[src/rtl/hazard_forward_ctrl.sv]
// Hazard / forwarding controller for the 5-stage pipeline.
// Per-source forwarding and ID-side hazard matching live in hazard_fwd_lane,
// replicated NUM_SRC times; the top owns the retired-write buffer, the
// multi-cycle unit scoreboard/FSM and the stall combine.
// Optional: define HAZ_PERF_CNT_EN to add saturating stall performance counters.

module hazard_fwd_lane #(
    parameter int AW      = 4,
    parameter bit R0_ZERO = 1'b1
) (
    input  logic [AW-1:0]      ex_src,
    input  logic [AW-1:0]      id_src,
    input  logic               id_src_vld,
    input  logic [AW-1:0]      exmem_rd,
    input  logic               exmem_regwrite,
    input  logic [AW-1:0]      memwb_rd,
    input  logic               memwb_regwrite,
    input  logic [AW-1:0]      ret_rd,
    input  logic               ret_vld,
    input  logic [AW-1:0]      idex_rd,
    input  logic               idex_memread,
    input  logic [2**AW-1:0]   sb,
    output logic [1:0]         fwd_sel,
    output logic               lduse_hit,
    output logic               raw_hit
);
    function automatic logic live(input logic [AW-1:0] a);
        return !R0_ZERO || (a != '0);
    endfunction

    // EX operand source select, newest producer wins
    always_comb begin
        fwd_sel = 2'b00;
        if (exmem_regwrite && exmem_rd == ex_src && live(ex_src))
            fwd_sel = 2'b10;
        else if (memwb_regwrite && memwb_rd == ex_src && live(ex_src))
            fwd_sel = 2'b01;
        else if (ret_vld && ret_rd == ex_src)
            fwd_sel = 2'b11;
    end

    // ID operand hazards: pending load in EX, pending multi-cycle result
    always_comb begin
        lduse_hit = idex_memread && id_src_vld && live(id_src) && (idex_rd == id_src);
        raw_hit   = id_src_vld && live(id_src) && sb[id_src];
    end
endmodule

module hazard_forward_ctrl #(
    parameter int AW      = 4,
    parameter int NUM_SRC = 2,
    parameter bit R0_ZERO = 1'b1
) (
    input  logic                   clk,
    input  logic                   rst_n,
    input  logic [NUM_SRC*AW-1:0]  id_src,
    input  logic [NUM_SRC-1:0]     id_src_vld,
    input  logic [AW-1:0]          id_rd,
    input  logic                   id_regwrite,
    input  logic                   id_lu_op,
    input  logic [NUM_SRC*AW-1:0]  ex_src,
    input  logic [AW-1:0]          idex_rd,
    input  logic                   idex_memread,
    input  logic [AW-1:0]          exmem_rd,
    input  logic                   exmem_regwrite,
    input  logic [AW-1:0]          memwb_rd,
    input  logic                   memwb_regwrite,
    input  logic                   lu_issue,
    input  logic [AW-1:0]          lu_rd,
    input  logic                   lu_wb,
    output logic [NUM_SRC*2-1:0]   fwd_sel,
    output logic                   stall,
    output logic                   idex_bubble,
`ifdef HAZ_PERF_CNT_EN
    output logic [31:0]            perf_stall_cnt,
    output logic [31:0]            perf_lu_stall_cnt,
`endif
    output logic                   lu_busy
);
    typedef enum logic {IDLE = 1'b0, BUSY = 1'b1} lu_state_t;

    lu_state_t             state;
    logic [2**AW-1:0]      sb;
    logic [AW-1:0]         pend_rd;
    logic                  ret_vld;
    logic [AW-1:0]         ret_rd;
    logic [NUM_SRC-1:0]    lduse_hit;
    logic [NUM_SRC-1:0]    raw_hit;
    logic                  lduse_haz;
    logic                  sb_haz;
    logic                  struct_haz;
    logic                  issue_ok;

    function automatic logic live(input logic [AW-1:0] a);
        return !R0_ZERO || (a != '0);
    endfunction

    genvar gi;
    generate
        for (gi = 0; gi < NUM_SRC; gi++) begin : g_lane
            hazard_fwd_lane #(.AW(AW), .R0_ZERO(R0_ZERO)) u_lane (
                .ex_src         (ex_src[gi*AW +: AW]),
                .id_src         (id_src[gi*AW +: AW]),
                .id_src_vld     (id_src_vld[gi]),
                .exmem_rd       (exmem_rd),
                .exmem_regwrite (exmem_regwrite),
                .memwb_rd       (memwb_rd),
                .memwb_regwrite (memwb_regwrite),
                .ret_rd         (ret_rd),
                .ret_vld        (ret_vld),
                .idex_rd        (idex_rd),
                .idex_memread   (idex_memread),
                .sb             (sb),
                .fwd_sel        (fwd_sel[gi*2 +: 2]),
                .lduse_hit      (lduse_hit[gi]),
                .raw_hit        (raw_hit[gi])
            );
        end
    endgenerate

    // Hazard combine; an issue while busy is only accepted alongside the writeback
    always_comb begin
        issue_ok    = lu_issue && (state == IDLE || lu_wb);
        lduse_haz   = |lduse_hit;
        sb_haz      = (|raw_hit) || (id_regwrite && live(id_rd) && sb[id_rd]);
        struct_haz  = id_lu_op && (state == BUSY) && !lu_wb;
        stall       = lduse_haz || sb_haz || struct_haz;
        idex_bubble = stall;
        lu_busy     = (state == BUSY);
    end

    // Retired-write buffer: covers the regfile write landing at end of cycle
    always_ff @(posedge clk or negedge rst_n) begin
        if (!rst_n) begin
            ret_vld <= 1'b0;
            ret_rd  <= '0;
        end else begin
            ret_vld <= memwb_regwrite && live(memwb_rd);
            ret_rd  <= memwb_rd;
        end
    end

    // Multi-cycle unit FSM and scoreboard; clear-then-set keeps a reissued rd set
    always_ff @(posedge clk or negedge rst_n) begin
        if (!rst_n) begin
            state   <= IDLE;
            sb      <= '0;
            pend_rd <= '0;
        end else begin
            if (lu_wb && state == BUSY)
                sb[pend_rd] <= 1'b0;
            if (issue_ok) begin
                if (live(lu_rd))
                    sb[lu_rd] <= 1'b1;
                pend_rd <= lu_rd;
            end
            case (state)
                IDLE:    if (lu_issue) state <= BUSY;
                BUSY:    if (lu_wb)    state <= lu_issue ? BUSY : IDLE;
                default: state <= IDLE;
            endcase
        end
    end

`ifdef HAZ_PERF_CNT_EN
    // Saturating stall-cycle counters
    always_ff @(posedge clk or negedge rst_n) begin
        if (!rst_n) begin
            perf_stall_cnt    <= '0;
            perf_lu_stall_cnt <= '0;
        end else begin
            if (stall && perf_stall_cnt != '1)
                perf_stall_cnt <= perf_stall_cnt + 32'd1;
            if ((sb_haz || struct_haz) && perf_lu_stall_cnt != '1)
                perf_lu_stall_cnt <= perf_lu_stall_cnt + 32'd1;
        end
    end
`endif
endmodule

[config.mk]
export PLATFORM = sky130hd
export DESIGN_NAME = hazard_forward_ctrl
export DESIGN_NICKNAME = d
export VERILOG_FILES = /design/src/rtl/hazard_forward_ctrl.sv
export SDC_FILE = /design/constraint.sdc
export NUM_CORES = 1
export LEC_CHECK = 0
export BUFFER_PORTS_ARGS = -buffer_cell sky130_fd_sc_hd__buf_2
export CELL_PAD_IN_SITES_DETAIL_PLACEMENT = 0
export CELL_PAD_IN_SITES_GLOBAL_PLACEMENT = 1
export CORE_MARGIN = 2
export CORE_UTILIZATION = 42
export CTS_CLUSTER_DIAMETER = 60
export DETAILED_ROUTE_END_ITERATION = 10
export GPL_TIMING_DRIVEN = 0
export MAX_ROUTING_LAYER = met4
export PLACE_DENSITY = 0.81
export REMOVE_ABC_BUFFERS = 1
export SYNTH_ARGS = -nofsm -noshare
export SYNTH_HDL_FRONTEND = slang
export SYNTH_SLANG_ARGS = --single-unit
[constraint.sdc]
create_clock -name clk -period 3.55 [get_ports clk]
set_input_delay 0.355 -clock clk [delete_from_list [all_inputs] [get_ports clk]]
set_output_delay 0.355 -clock clk [all_outputs]
set_load 0.02 [all_outputs]
Word-level counts from Yosys, hierarchy flattened:

Index checks and enable logic that the tools add are counted.

* $lt $le $gt $ge: 7
* reduce and logical (&&, ||, !) cells: 43
* equality and inequality tests: 8
* muxes and demuxes: 22
* bitwise gates (word level): 4

Operator list (number)
* 16-bit 2-to-1 mux: 3
* 4-bit equality test: 8
* 1-bit logical AND: 29
* 4-bit nonzero test: 7
* 4-bit by 5-bit < comparator with 1-bit output (second input constant): 5
* 16-bit AND: 1
* 16-bit NOT: 1
* 16-bit bitwise OR: 1
* 1-bit binary-select mux with 4-bit select: 3
* 2-bit 2-to-1 mux: 6
* 1-bit demux with 4-bit select: 2
* 4-bit by 1-bit >= comparator with 1-bit output (second input constant): 2
* 1-bit 2-to-1 mux: 7
* 1-bit logical OR: 4
* 2-bit OR reduction: 2
* 1-bit one-hot mux with 2 select lines: 1
* 1-bit logical NOT: 1
* 1-bit NOT: 1

* bits of input ports: 47
* register bits: 26

Depth between registers and ports, before layout:

Gate-level depths: netlist (run 1).

* depth after elaboration: 10
* gate-level depth with buffers: 7

Modules after synthesis:

Synthesis (run 1) repeated with hierarchy kept, for this count alone.

* cells, all modules: 209
* area total of the unflattened synthesis: 1968.1 µm²

By module, submodules not included
* hazard_forward_ctrl: seq. area each 650.6 µm², times used 1, cells each 97, area an instance 1179.9 µm²
* hazard_fwd_lane: seq. area each 0.0 µm², times used 2, cells each 56, area an instance 394.1 µm²

Least setup slack after synthesis (run 1):

Ideal clock, no wire load.

* kind: input to output
* from: input port id_src[2]
* to: output port stall
* path slack: 0.882 ns
* path buffers: 2
* required time: 3.195 ns
* cell stages on the path: 6
* arrival: 2.313 ns
* cell sequence: clkbuf_1 -> mux4_2 -> o221ai_1 -> o2111ai_1 -> or4_1 -> buf_4

* cells in the longest elaborated chain, start to end: 7
* elaborated cells between the ends (all ways): 13
* classes of those cells: eq/ne: 1; mux: 2; reduce/logical: 10

Ends and longest elaborated chain
* start, declared: RTL line 56 `input logic [NUM_SRC*AW-1:0] id_src,`
* 1-bit binary-select mux with 4-bit select or 4-bit nonzero test (tied branches): RTL line 45, 28
* 1-bit 2-to-1 mux (implied by the code) or 1-bit logical AND (tied branches): RTL line 45 `raw_hit = id_src_vld && live(id_src) && sb[id_src];`
* 1-bit logical AND: RTL line 45
* 2-bit OR reduction: RTL line 125 `sb_haz = (|raw_hit) || (id_regwrite && live(id_rd) && sb[id_rd]);`
* 1-bit logical OR: RTL line 125
* 1-bit logical OR (*) (2 in a row): RTL line 127 `stall = lduse_haz || sb_haz || struct_haz;`
* end, declared: RTL line 72 `output logic stall,`

Mark *: on every way between the ends. The rest lies on a longest branch, timed or not. The select of a mux whose other input is x is not followed.

Final worst setup path (run 1):

* from: register sb[14]
* to: output port idex_bubble

* cells in the longest elaborated chain, start to end: 7
* elaborated cells between the ends (all ways): 13
* classes of those cells: mux: 6; reduce/logical: 7

Ends and longest elaborated chain
* start, declared: RTL line 83 `logic [2**AW-1:0] sb;`
* start signal, assigned: RTL line 147 `sb <= '0;`
* start signal, assigned by index: RTL line 151 `sb[pend_rd] <= 1'b0;`
* start signal, assigned by index: RTL line 154 `sb[lu_rd] <= 1'b1;`
* 1-bit binary-select mux with 4-bit select: RTL line 45
* 1-bit 2-to-1 mux (implied by the code): RTL line 45
* 1-bit logical AND: RTL line 45
* 2-bit OR reduction: RTL line 125
* 1-bit logical OR (*): RTL line 125
* 1-bit logical OR (*) (2 in a row): RTL line 127
* end, declared: RTL line 73 `output logic idex_bubble,`

Marks and branches as above.

==> results_dict.tcl, run 1 <==
set metrics [dict create \
    status "completed" \
    dr.pass1.iters 4 \
    cp-end-kind "output port" \
    place_congestion 0.803 \
    cts_buffers 3 \
    synth_ff_type "dfrtp_1" \
    hpwl_mm 3.81 \
    avgSynthCellArea_sq_um 9.26 \
    max_freq_ghz 0.363 \
    routed_wl_mm 4.76 \
    clock_latency_ps 270 \
    crit_arrival_ps 2400 \
    grt_pass1_wl_mm 8.02 \
    place_ws_ps 864 \
    antennaDiodeCount 0 \
    finalSetupTns_ps 0 \
    synthCells 211 \
    vias_per_cell 5.75 \
    worstHoldPathType "in -> async" \
    nets 305 \
    cts_hold_buffers 0 \
    core_sq_um 4410 \
    setup_viol 0 \
    drv_slew 0 \
    max_slew_margin_pct 60.4 \
    fin_crit_sh_pct 77.6 \
    cts_max_level 1 \
    synth_seq_area_share_pct 33.3 \
    cts_buffer_depth 2 \
    grt_max_degree 27 \
    ff2ff_path_depth 5 \
    drtAntennaViolNets 0 \
    clk_pin_slew_ps 90 \
    p_sw_share_pct 34.8 \
    drive_gt1_share_pct 26.2 \
    synth_top_area_share_pct 33.3 \
    pwr-share-comb_pct 35.6 \
    cp_top_family "multiplexers" \
    rsz0062_at_grt "false" \
    synth_top_area_cell "dfrtp_1" \
    netlist_area_sq_um 1950 \
    finClkSkew_ps 7.07 \
    hold_violations 0 \
    antenna_found_initial 0 \
    period_minus_slack_ps 2750 \
    io_buffers 53 \
    rows 24 \
    die_h_um 72.2 \
    grt_usage_pct 19.9 \
    synth_edf_count 0 \
    yosysWarnings 0 \
    ctsResizeCount 0 \
    power_switching_uw 333 \
    crit_path_max_incr_delay_ps 540 \
    cts_sinks 26 \
    ioPinCount 54 \
    p_leak_uw 0.000939 \
    power_frac_clock_pct 16.9 \
    ys_ff_latch 26 \
    cts_tree "yes" \
    postCtsSetupBuffers 0 \
    dieArea_sq_um 5220 \
    grt_pass1_vias 1644 \
    start_util_pct 44.3 \
    areaGrowthSynthToFinish_pct 16.3 \
    power_density_nw_per_um2 421 \
    setup_slack_ps 795 \
    crit_buf_inv 1 \
    async_reset_ff_share_pct 100 \
    fillers 452 \
    cp_cell_sequence "mux4_1 -> mux2_2 -> nand3_2 -> o2111ai_1 -> or4_1 -> buf_2" \
    critical_path_required_ps 3190 \
    die_x_um 72.2 \
    tightest_slew_ps 594 \
    drtIter0Drc 86 \
    worst_setup_path_start_kind "register" \
    yosysUniqueCellTypes 41 \
    netlist_top_cells_area "dfrtp_1, xnor2_1, xor2_1, mux4_2, mux2i_1" \
    p_int_uw 623 \
    drc 0 \
    cts_root_buf "clkbuf_8" \
    grt_overflow_total 0 \
    maxCapViolCount 0 \
    vdd_ir_drop_max_mv 0.253 \
    cp_slowest_cell "or4_1" \
    wl_per_cell_um 15.4 \
    critPathKind "reg -> out" \
    crit_fanout 4 \
    seq_power_share_pct 47.5 \
    vias 1771 \
    worst-path-stages 6 \
]
## worst reg2reg max path, delay by kind of cell (launching register included)
| family | cells | cell delay, ps |
|---|---|---|
| compound gates | 1 | 150 |
| simple gates | 4 | 760 |
| flops | 1 | 430 |
## flip-flops by register name, indices dropped and copies added (netlist names)
name / flops
pend_rd: 4
ret_rd: 4
sb: 16
ret_vld: 1
lu_busy: 1
## metrics by stage
stage	utilization, %	power (uW)	hold slack [ps]	cell area, sq um	std cells
finish	51.5	956	79.8	2270	308
global placement	50.6	793	379	2230	305
global route	51.5	1030	116	2270	308
detailed placement	50.6	800	387	2230	305
CTS	51.5	961	94.8	2270	308
floorplan	-	664	59.4	1900	200
## cells in the final DEF (no fill, tap or decap), drive strengths merged, types with 7 or more instances in the layout
cell type / instances
buf: 53
xnor2: 14
nand4: 8
nor3: 12
xor2: 12
dfrtp: 26
nand2: 15
nand2b: 8
o21ai: 31
mux2: 7
mux2i: 8
a21oi: 10
## path summary, 6_finish.rpt
check	from	end	slack [ps]
max in group asynchronous	rst_n	ret_rd[2]$_DFF_PN0_	3070
worst min-delay path	rst_n	sb[15]$_DFF_PN0_	80
worst max register to register	lu_busy$_DFF_PN0_	sb[9]$_DFF_PN0_	2130
worst max-delay path	sb[14]$_DFF_PN0_	idex_bubble	800
worst min register to register	sb[0]$_DFF_PN0_	sb[0]$_DFF_PN0_	550
min in group clk	memwb_rd[2]	ret_rd[2]$_DFF_PN0_	260
## cell families (layout without fill, tap and decap cells)
family | count (synthesis) | after routing | share of synthesized area (%)
AO/OA/AOI/OAI | 54 | 54 | 16.5
XOR/XNOR | 26 | 26 | 11.7
buffers and inverters | 14 | 59 | 3.26
flip-flops | 26 | 26 | 33.3
multiplexers | 21 | 21 | 15.4
AND/OR/NAND/NOR | 70 | 70 | 19.8
## cell type report
type | count | area [sq um] | area share (%)
clock buffers | 3 | 41.3 | 1.82
inverters | 3 | 11.3 | 0.495
multi-input cells | 171 | 1240 | 54.5
flip-flops and latches | 26 | 651 | 28.6
well taps | 52 | 65.1 | 2.86
repair buffers | 53 | 265 | 11.7
## synth_stat cells, drive strengths merged (3+ instances only)
cell type	number
dfrtp	26
nand2	15
nor2	4
nand3	5
buf	3
nand4b	3
or3	3
clkbuf	8
xnor2	14
mux2	7
nor4	3
nand2b	8
o21ai	31
mux4	6
nor3	12
a21oi	10
inv	3
mux2i	8
xor2	12
o41ai	4
nand4	8
## metal layers
layer	vias up	global-route usage [%]	share of wire, %	wire length, um
li1	883	-	-	-
met1	841	29.6	49	2330
met2	43	29.3	46	2180
met3	4	1.39	4.1	194
met4	0	6.08	1.1	50
met5	-	-	0	0
## power groups by stage
stage,registers [uW],clock network (uW),logic (uW)
after detailed placement,459,0,341
final,454,162,340
after global placement,456,0,337
after global routing,468,179,387
after CTS,453,165,343
after floorplan,429,0,236
(Power assumes the default switching activity.)
==> run 2, diff against run 1 <==
- ABC_AREA: unset -> 1
- CORE_UTILIZATION: 42 -> 33
- PLACE_DENSITY: 0.81 -> 0.72
- clock period: 3.55 -> 2.5 ns (I/O delays scaled with it)
==> results_dict.tcl, run 2 <==
set metrics [dict create \
    vdd_ir_drop_max_mv 0.313 \
    drtIter0Drc 97 \
    grt_overflow_total 0 \
    max_slew_margin_pct 61.0 \
    synth_top_area_cell "dfrtp_1" \
    ys_ff_latch 26 \
    synth_xor_area_share_pct 4.81 \
    yosysWarnings 0 \
    critical_path.endpoint "fwd_sel[3]" \
    hold_violations 0 \
    netlist_area_sq_um 2160 \
    cts_buffer_depth 2 \
    hpwl_mm 5.07 \
    tightest_slew_ps 585 \
    maxCapViolCount 0 \
    cts_tree "yes" \
    fillers 691 \
    crit_arrival_ps 1570 \
    worst_setup_path_start_kind "register" \
    cts_max_level 1 \
    power_switching_uw 563 \
    power_density_nw_per_um2 583 \
    grt_usage_pct 18.8 \
    yosysMostFrequentCell "nand2_1" \
    grt_max_degree 27 \
    final_common_cell "nand2_1" \
    finalSetupTns_ps 0 \
    synthCells 341 \
    status "completed" \
    start_util_pct 34.0 \
    vias_per_cell 4.93 \
    synth-compound-area-share_pct 16.0 \
    io_buffers 53 \
    cts_buffers 3 \
    r2r_start "lu_busy$_DFF_PN0_" \
    reg_top3 "sb x16, pend_rd x4, ret_rd x4" \
    async_reset_ff_share_pct 100 \
    yosys.area_share.simple_pct 37.9 \
    netlist_top_cells_area "dfrtp_1, nand2_1, nand3_1, o21ai_0, inv_1" \
    p_leak_uw 0.00135 \
    finClkSkew_ps 15.5 \
    ioPinCount 54 \
    seq_area_sq_um 651 \
    nets 441 \
    seq_power_share_pct 44.8 \
    die_h_um 84.9 \
    synth_top_area_share_pct 30.1 \
    drive_gt1_share_pct 17.3 \
    synth_top_family_by_area "simple AND/OR/NAND/NOR gates" \
    synthTopCellsByCount "nand2_1, inv_1, nand3_1" \
    p_sw_share_pct 37.9 \
    critPathKind "reg -> out" \
    place_congestion 0.814 \
    regMostFlops "sb" \
    setup_viol 0 \
    layout_common_cells "nand2_1, buf_2, inv_1" \
    clk_pin_slew_ps 80 \
    ctsResizeCount 0 \
    die_x_um 84.9 \
    clock_latency_ps 280 \
    crit_fanout 3 \
    drc 0 \
    synthAdderAreaFrac_pct 0 \
    antennaDiodeCount 0 \
    fin_crit_sh_pct 72.7 \
    max_freq_ghz 0.550 \
    routed_wl_mm 6.32 \
    wl_per_cell_um 13.4 \
    rows 29 \
    period_minus_slack_ps 1820 \
    pwr-share-comb_pct 31.4 \
    synth_edf_count 0 \
    largest_reg_flops 16 \
    core_sq_um 6350 \
    rsz0062_at_grt "false" \
    cts_root_buf "clkbuf_8" \
    drv_slew 0 \
    reg2reg_slack_ps 1110 \
    multi_input_area_sq_um 1270 \
    r2r-end "sb[14]$_DFF_PN0_" \
    cts_hold_buffers 1 \
    drtAntennaViolNets 0 \
    startpoint "ret_rd[2]$_DFF_PN0_" \
    p_int_uw 920 \
    worst_hold_slack_ps 150 \
    grt_pass1_wl_mm 10.5 \
    antenna_found_initial 0 \
    postCtsSetupBuffers 0 \
    areaGrowthSynthToFinish_pct 17.9 \
    grt_pass1_vias 2201 \
    critical_path_required_ps 2250 \
    power_frac_clock_pct 23.8 \
    vias 2318 \
    dr.pass1.iters 4 \
    synth_seq_area_share_pct 30.1 \
    yosysUniqueCellTypes 32 \
    worstHoldPathType "in -> reg" \
    synth_mux_area_share_pct 0 \
    cp-end-kind "output port" \
    synth_ff_type "dfrtp_1" \
    avgSynthCellArea_sq_um 6.33 \
    dieArea_sq_um 7200 \
    cts_sinks 26 \
    ff2ff_path_depth 5 \
]
-- run 2: power groups by stage --
stage / registers, uW / logic, uW / clock network, uW
after floorplan: 600 / 321 / 0
after global placement: 673 / 464 / 0
after detailed placement: 671 / 466 / 0
after CTS: 662 / 469 / 355
after global routing: 674 / 544 / 371
final: 664 / 466 / 353
-- run 2: layout make-up --
type | instances | share of cell area (%)
clock buffers | 3 | 1.62
clock inverters | 1 | 1.18
inverters | 48 | 7.18
multi-input cells | 261 | 49.8
flip-flops and latches | 26 | 25.6
well taps | 77 | 3.79
repair buffers | 54 | 10.8
-- run 2: cells by family after synthesis --
kind of cell,Yosys count
and+or+nand+nor,188
AOI/OAI and AO/OA,62
buffers and inverters,54
DFF,26
xor gates and xnor gates,11
-- run 2: worst min-delay path by stage --
stage	start	endpoint	slack (ps)	cells past startpoint
after detailed placement	rst_n	pend_rd[2]$_DFFE_PN0P_	290	1
after global placement	rst_n	sb[10]$_DFF_PN0_	290	1
after CTS	memwb_rd[1]	ret_rd[1]$_DFF_PN0_	140	1
after floorplan	rst_n	lu_busy$_DFF_PN0_	-50	0
after global routing	memwb_rd[1]	ret_rd[1]$_DFF_PN0_	140	1
final	memwb_rd[1]	ret_rd[1]$_DFF_PN0_	150	1
-- run 2: metrics by stage --
step / area (sq um) / utilization (%) / setup WS (ps) / cells / total power (uW)
after detailed placement: 2460 / 38.8 / 835 / 465 / 1140
after floorplan: 2100 / - / 1120 / 335 / 921
final: 2540 / 40.1 / 682 / 470 / 1480
after global placement: 2460 / 38.8 / 847 / 465 / 1140
after global routing: 2540 / 40.1 / 533 / 470 / 1590
after CTS: 2540 / 40.1 / 667 / 470 / 1490
-- run 2: worst max-delay path: stages (launching register included) --
cell,delay (ps)
dfrtp_1,420
or2_0,230
a21oi_1,140
o2111ai_1,130
nand2b_1,170
nand2_1,50
buf_2,150
-- run 2: per-layer routing --
layer	vias up	GRT usage, %	routed length, um
met4	0	6.20	104
met2	52	28.8	2850
met5	-	-	0
li1	1222	-	-
met3	8	2.04	281
met1	1036	26.1	3080
==> run 3, diff against run 2 <==
- CORE_UTILIZATION: 33 -> 37
- PLACE_DENSITY: 0.72 -> 0.77
- clock period: 2.5 -> 1.9 ns (I/O delays scaled with it)
==> results_dict.tcl, run 3 (synthesized netlist as in run 2, its figures left out) <==
set metrics [dict create \
    cts_buffers 3 \
    ioPinCount 54 \
    crit_arrival_ps 1590 \
    period_minus_slack_ps 1780 \
    largest_reg_flops 16 \
    crit_fanout 3 \
    vias_per_cell 4.98 \
    hold_end "ret_rd[1]$_DFF_PN0_" \
    r2r-end "sb[14]$_DFF_PN0_" \
    antennaDiodeCount 0 \
    hold_violations 0 \
    drtAntennaViolNets 0 \
    final_common_cell "nand2_1" \
    die_x_um 80.4 \
    min_from "memwb_rd[1]" \
    vdd_ir_drop_max_mv 0.404 \
    cp-end-kind "output port" \
    io_buffers 53 \
    fin_crit_sh_pct 93.6 \
    maxCapViolCount 0 \
    power_density_nw_per_um2 729 \
    drv_slew 0 \
    cts_buffer_depth 2 \
    placed_cells 460 \
    dr.pass1.iters 4 \
    areaGrowthSynthToFinish_pct 16.9 \
    cts_tree "yes" \
    rsz0062_at_grt "false" \
    finClkSkew_ps 3.34 \
    drive_gt1_share_pct 17.6 \
    die_h_um 80.4 \
    reg_top3 "sb x16, pend_rd x4, ret_rd x4" \
    rows 27 \
    grtUsageMet1_pct 26.1 \
    hpwl_mm 4.82 \
    grt_pass1_vias 2154 \
    ff2ff_path_depth 5 \
    max_freq_ghz 0.563 \
    antenna_found_initial 0 \
    final_core_util_pct 45.3 \
    grt_max_degree 27 \
    worst_setup_path_start_kind "register" \
    gr-usage-met3_pct 2.25 \
    place_congestion 0.794 \
    finalSetupTns_ps 0 \
    layout_common_cells "nand2_1, buf_2, inv_1" \
    regMostFlops "sb" \
    fillers 624 \
    drc 0 \
    r2r_start "lu_busy$_DFF_PN0_" \
    clk_pin_slew_ps 80 \
    start_util_pct 38.7 \
    grt_pass1_wl_mm 9.89 \
    cts_root_buf "clkbuf_8" \
    status "completed" \
    vias 2316 \
    grt_usage_pct 20.0 \
    grt_overflow_total 0 \
    tightest_slew_ps 569 \
    cts_sinks 26 \
    max_slew_margin_pct 62.0 \
    postCtsSetupBuffers 0 \
    clock_latency_ps 270 \
    critical_path_required_ps 1710 \
    p_leak_uw 0.00134 \
    grt-busiest-layer "met2" \
    setup_viol 0 \
    use_met2_pct 31.7 \
    critPathKind "reg -> out" \
    hold_depth 1 \
    core_sq_um 5570 \
    fin_cells 465 \
    dieArea_sq_um 6460 \
    worstHoldPathType "in -> reg" \
    drtIter0Drc 134 \
    routed_wl_mm 5.94 \
    finalPower_uw 1840 \
    nets 441 \
    reg2reg_slack_ps 510 \
    wl_per_cell_um 12.8 \
    cts_max_level 1 \
]
==> run 3: cell count changes in the layout (fill, tap and decap cells not counted), sizes merged <==
| cell | before | now |
|---|---|---|
| bufinv | 1 | 0 |
| clkbuf | 3 | 4 |
==> run 3: through the flow <==
stage	setup slack, ps	area (sq um)	hold slack [ps]
3_5_place_dp	383	2460	222
4_1_cts	108	2520	58.8
6_report	122	2520	66.0
3_3_place_gp	384	2460	217
5_1_grt	0.704	2520	61.3
2_1_floorplan	575	2100	-106
==> run 3: worst max-delay path, cell delays in order (launching register included) <==
cell and delay [ps]:
dfrtp_1 420, or2_0 230, a21oi_1 170, o2111ai_1 140, nand2b_1 170, nand2_1 60
buf_2 150
==> run 3: worst max-delay path by stage <==
stage	to	startpoint	cells past startpoint	slack [ps]
2_1_floorplan	fwd_sel[3]	ret_rd[2]$_DFF_PN0_	5	580
3_3_place_gp	stall	id_src[0]	12	380
3_5_place_dp	idex_bubble	id_src[4]	13	380
4_1_cts	fwd_sel[3]	ret_rd[2]$_DFF_PN0_	6	110
5_1_grt	idex_bubble	sb[7]$_DFF_PN0_	11	0.7
6_report	fwd_sel[3]	ret_rd[2]$_DFF_PN0_	6	120
==> run 3: where the power goes <==
part | leakage (uW) | total [uW] | switching, uW | internal [uW]
registers | 0.000308 | 879 | 195 | 684
logic | 0.00100 | 610 | 363 | 247
clock network | 0.0000288 | 350 | 165 | 185
total | 0.00134 | 1840 | 723 | 1120
==> run 3: metal layers <==
metal,share of wire (%),up-vias,routed length [um]
met1,46,1020,2730
met2,46,63,2760
met4,2.9,0,173
li1,-,1221,-
met3,4.7,12,277
met5,0,-,0
==> run 3: final cells by class <==
class	instances	area, sq um	area share [%]
inverters	48	183	7.24
flip-flops and latches	26	652	25.8
well taps	72	90.1	3.57
clock buffers	4	55.1	2.18
repair buffers	54	275	10.9
multi-input cells	261	1270	50.2
==> run 3: what timing repair did <==
action | 4_1_cts | 5_1_grt
hold buffers | 1 | 0
setup endpoints to repair | 0 | 1
hold endpoints to repair | 26 | 0
resized for setup | 0 | 1
